## src/rtl/alu_share_arbiter.sv

```systemverilog
// Round-robin arbiter that time-shares one 8-bit ALU among four requesters.
// A grant loads registered ALU operands/select; the mux output is captured after RESULT_LAT cycles.
module alu_share_arbiter #(
  parameter int RESULT_LAT = 1
) (
  input  logic        clk,
  input  logic        reset,
  input  logic [3:0]  req,
  input  logic [15:0] req_op,
  input  logic [31:0] req_a,
  input  logic [31:0] req_b,
  output logic [3:0]  ack,
  output logic [7:0]  result,
  output logic [1:0]  grant_id,
  output logic        busy,
  output logic [7:0]  alu_a,
  output logic [7:0]  alu_b,
  output logic [3:0]  alu_sel,
  input  logic [7:0]  alu_y
);

  typedef enum logic [1:0] {IDLE, EXEC, RESP} state_t;

  localparam logic [3:0] CNT_INIT = 4'(RESULT_LAT - 1);

  state_t      state_q, state_d;
  logic [1:0]  ptr_q, ptr_d;
  logic [3:0]  cnt_q, cnt_d;
  logic [3:0]  ack_q, ack_d;
  logic [7:0]  result_q, result_d;
  logic [1:0]  grant_id_q, grant_id_d;
  logic [7:0]  alu_a_q, alu_a_d;
  logic [7:0]  alu_b_q, alu_b_d;
  logic [3:0]  alu_sel_q, alu_sel_d;

  // Rotate the request vector so bit 0 is the requester at the priority pointer.
  logic [7:0]  req_rot;
  logic [1:0]  pick_off;
  logic [1:0]  pick;

  always_comb begin
    req_rot = {req, req} >> ptr_q;
    if (req_rot[0])      pick_off = 2'd0;
    else if (req_rot[1]) pick_off = 2'd1;
    else if (req_rot[2]) pick_off = 2'd2;
    else                 pick_off = 2'd3;
    pick = ptr_q + pick_off;
  end

  always_comb begin
    state_d    = state_q;
    ptr_d      = ptr_q;
    cnt_d      = cnt_q;
    ack_d      = '0;
    result_d   = result_q;
    grant_id_d = grant_id_q;
    alu_a_d    = alu_a_q;
    alu_b_d    = alu_b_q;
    alu_sel_d  = alu_sel_q;
    case (state_q)
      IDLE: begin
        if (|req) begin
          grant_id_d = pick;
          alu_sel_d  = req_op[{pick, 2'b00} +: 4];
          alu_a_d    = req_a[{pick, 3'b000} +: 8];
          alu_b_d    = req_b[{pick, 3'b000} +: 8];
          cnt_d      = CNT_INIT;
          state_d    = EXEC;
        end
      end
      EXEC: begin
        if (cnt_q == 4'd0) begin
          result_d = alu_y;
          ack_d    = 4'b0001 << grant_id_q;
          state_d  = RESP;
        end else begin
          cnt_d = cnt_q - 4'd1;
        end
      end
      RESP: begin
        ptr_d   = grant_id_q + 2'd1;
        state_d = IDLE;
      end
      default: state_d = IDLE;
    endcase
  end

  always_ff @(posedge clk) begin
    if (reset) begin
      state_q    <= IDLE;
      ptr_q      <= '0;
      cnt_q      <= '0;
      ack_q      <= '0;
      result_q   <= '0;
      grant_id_q <= '0;
      alu_a_q    <= '0;
      alu_b_q    <= '0;
      alu_sel_q  <= '0;
    end else begin
      state_q    <= state_d;
      ptr_q      <= ptr_d;
      cnt_q      <= cnt_d;
      ack_q      <= ack_d;
      result_q   <= result_d;
      grant_id_q <= grant_id_d;
      alu_a_q    <= alu_a_d;
      alu_b_q    <= alu_b_d;
      alu_sel_q  <= alu_sel_d;
    end
  end

  assign ack      = ack_q;
  assign result   = result_q;
  assign grant_id = grant_id_q;
  assign busy     = (state_q != IDLE);
  assign alu_a    = alu_a_q;
  assign alu_b    = alu_b_q;
  assign alu_sel  = alu_sel_q;

endmodule
```

## config.mk

```make
export PLATFORM = sky130hd
export DESIGN_NAME = alu_share_arbiter
export DESIGN_NICKNAME = d
export VERILOG_FILES = /design/src/rtl/alu_share_arbiter.sv
export SDC_FILE = /design/constraint.sdc
export NUM_CORES = 1
export LEC_CHECK = 0
export ABC_CLOCK_PERIOD_IN_PS = 3140
export BUFFER_PORTS_ARGS = -buffer_cell sky130_fd_sc_hd__buf_2
export CAP_MARGIN = 20
export CORE_AREA = 2 2 74 76
export CTS_CLUSTER_SIZE = 25
export DETAILED_ROUTE_END_ITERATION = 16
export DIE_AREA = 0 0 76 78
export GPL_TIMING_DRIVEN = 0
export PLACE_DENSITY = 0.79
export SLEW_MARGIN = 20
export SYNTH_ARGS = -nofsm -noshare
export SYNTH_HDL_FRONTEND = slang
export SYNTH_SLANG_ARGS = --single-unit
```

## constraint.sdc

```tcl
create_clock -name clk -period 3.14 [get_ports clk]
set_clock_uncertainty 0.1 [all_clocks]
set_input_delay 0.314 -clock clk [delete_from_list [all_inputs] [get_ports clk]]
set_output_delay 0.314 -clock clk [all_outputs]
set_load 0.02 [all_outputs]
```

==> reports/qor.csv <==
stage,metric,value,unit
critical_path,CP endpoint kind,flop,
cells_and_area,"Design Area, Final",2950,sq um
detailed_routing,DR vias/cell,5.26,
sta,Tmin final,2.80,ns
cts,worst skew pair latency,0.29,ns
place,DP HPWL,4.74,mm
sta,Max Fclk,357,MHz
logic_synthesis,synthesized instance count,178,
sta,Worst slew margin,0.564,
critical_path,crit-path max cell delay,0.61,ns
cts,clock net sink count,42,
cells_and_area,P&R area growth vs syn,38.8,%
power_and_ir_drop,Pleak,1.48,nW
grt,global-route wire length before repair,9.26,mm
logic_synthesis,top post-synthesis cells by area,"dfxtp_1, mux4_1, a22o_1",
logic_synthesis,Ys Warns,0,
logic_synthesis,Mean Syn Cell Area,11.9,sq um
critical_path,termination of the worst setup path,alu_a[2],
detailed_routing,DR vias,2018,
grt,largest net degree at the start of global routing,14,
cells_and_area,ant diodes,0,
place,placed cells,376,
critical_path,reg2reg path depth,7,
sta,final-report setup violation count,0,
place,placed instance area,2860,sq um
critical_path,Worst R2R Setup Slack,0.34,ns
detailed_routing,DRT Wirelength,5.87,mm
logic_synthesis,top cell type's share of synthesized area,0.395,
critical_path,crit path from,ptr_q[0],
detailed_routing,WL per Instance,15.3,um
sta,part of the cycle the worst path needs,0.893,
critical_path,worst reg2reg endpoint,alu_a[2],
critical_path,CP cell instances,clkbuf_1 -> o21ai_0 -> a221o_1 -> ha_1 -> clkbuf_2 -> mux4_1 -> a22o_1,
sta,"Slew Viols, Final",0,
grt,antenna violations before repair,0,
critical_path,crit path kind,reg -> reg,
sta,Least-Margin Pin Slew,0.654,ns
critical_path,startpoint types,flop,
cts,CTS buffer count,5,
logic_synthesis,register bit total from synthesis,42,
floorplan,die area,5930,sq um
place,Placer Congestion,0.806,
logic_synthesis,leading area contributor after synthesis,dfxtp_1,
detailed_routing,DRC,0,
cells_and_area,"non-filler cells, final",384,
critical_path,reg-to-reg startpoint,ptr_q[0],
logic_synthesis,Post-synth top flop,dfxtp_1,
cts,H-Tree Depth,2,
cells_and_area,final core utilization,0.586,
cells_and_area,Final nets,410,
critical_path,Critical Path Stages,7,
logic_synthesis,Post-synth EDFFs,0,
logic_synthesis,Async SR Flop Fraction,0,
sta,RSZ-0062 raised after global routing,no,
floorplan,width of the die,76,um
logic_synthesis,net count after synthesis,275,
floorplan,die height,78,um
logic_synthesis,Unique masters post-synth,31,
cts,CTS tree,built,
logic_synthesis,sequential fraction of the synthesis area,0.395,
critical_path,crit path max fanout,10,
logic_synthesis,Post-Syn Area,2130,sq um
detailed_routing,drt first pass iters,4,
sta,final worst hold slack,0.153,ns
critical_path,Critical Path RT,3.22,ns
floorplan,row count,26,
sta,Fin. Hold Viols,0,
outcome,outcome,finished clean,
cells_and_area,layout cells sized above 1,0.459,
floorplan,Top Ports,129,
power_and_ir_drop,pwr dens,542,nW/um^2
logic_synthesis,top post-synthesis cells by count,"dfxtp_1, nor2_1, a22o_1",
sta,setup_tns,0,ns
place,Buffers on Ports,128,
job,MaxCap Viol Count,0,
power_and_ir_drop,Worst VDD drop,315,uV
power_and_ir_drop,Power Total,1.60,mW
critical_path,"Buf+Inv Stages, Crit Path",2,
floorplan,core area,5040,sq um
detailed_routing,Post-DRT Antenna Nets,0,
grt,vias in the first global route,2062,
place,"worst slack, placed",0.0783,ns
logic_synthesis,most frequent cell after synthesis,dfxtp_1,
floorplan,Initial Util,0.422,
grt,Overflow after GRT,0,
cts,CTS clock-pin slew for the worst setup and hold paths,0.08,ns
worst_hold_path,Hold Path Class,in -> reg,
grt,Tot GR Track Use,0.198,
cts,root buf cell,clkbuf_8,
cts,Max clock buf depth,2,
critical_path,CP arrival,2.88,ns
critical_path,cell family with most CP delay,compound AO/OA/AOI/OAI gates,
sta,fin worst setup slack,0.337,ns
critical_path,Critical Path Slowest Stage Cell,mux4_1,
detailed_routing,Detailed Route Iter0 Violations,38,
cts,CTS Hold Buffers Added,0,
-- tightest hold or removal path, delay by kind of cell --
family                 cells  cell delay [ns]
and+or+nand+nor            1             0.07
buffers and inverters      1             0.08
muxes                      1             0.05
-- where the power goes --
part           leakage, nW  switching (mW)  internal (mW)
sequential           0.345          0.0468          0.609
combinational         1.08           0.298          0.285
clock               0.0472           0.186          0.177
total                 1.48           0.531           1.07
-- timing repair --
action | CTS | global route
resized for setup | 0 | 4
setup endpoints to repair | 0 | 19
setup buffers | 0 | 0
-- state kept, by name, summed over array words and instances (netlist names) --
signal,cells
state_q,2
cnt_q,4
alu_b,8
ack,4
result,8
alu_a,8
alu_sel,4
grant_id,2
ptr_q,2
-- final cells by class --
| cell class | instances | area (sq um) |
|---|---|---|
| fillers | 431 | 2090 |
| multi-input cells | 120 | 1210 |
| flip-flops and latches | 42 | 841 |
| repair buffers | 128 | 641 |
| well taps | 70 | 87.6 |
| clock buffers | 6 | 82.6 |
| plain buffers | 13 | 66.3 |
| clock inverters | 2 | 12.5 |
| inverters | 3 | 11.3 |
-- layout by cell type, fill, tap and decap left out, drive strengths merged, types with 2 or more instances in the layout --
cell type  netlist  routed
ha               3       3
nor3             3       3
buf              2     130
nand2            5       5
inv              3       3
a21oi            3       3
mux2i            9       9
dfxtp           42      42
a211oi           5       5
or3b             2       2
nand4            2       2
clkbuf          11      17
nand2b           6       6
a22o            20      20
mux4            20      20
or2              2       2
nor2            23      23
nor2b            2       2
xnor2            2       2
nor4             3       3
-- how the worst min path moves through the flow --
stage	from	depth (start not counted)	to
floorplan	cnt_q[1]	2	cnt_q[1]
global placement	alu_a[6]	1	alu_a[6]
detailed placement	alu_a[6]	1	alu_a[6]
CTS	alu_y[5]	3	result[5]
global route	alu_y[1]	3	result[1]
finish	alu_y[5]	3	result[5]
-- layer usage --
metal  GRT usage  share of wire  up-vias  wire (um)
met2       0.365           0.53       85       3110
li1            -              -      965          -
met3      0.0442          0.054       10        319
met4      0.0764          0.016        0         93
met1       0.224           0.40      958       2340
met5           0              0        -          0
-- cell families (layout without fill, tap and decap cells) --
group                    after synthesis  count (layout)  synth area share
AND/OR/NAND/NOR                       54              54             0.132
flip-flops                            42              42             0.395
AO/OA/AOI/OAI                         31              31             0.119
multiplexers                          29              29             0.288
buffers and inverters                 16             152            0.0353
adder cells (fa/ha/maj)                3               3            0.0176
XOR/XNOR                               3               3            0.0124
Power figures use the tool's default switching activity.
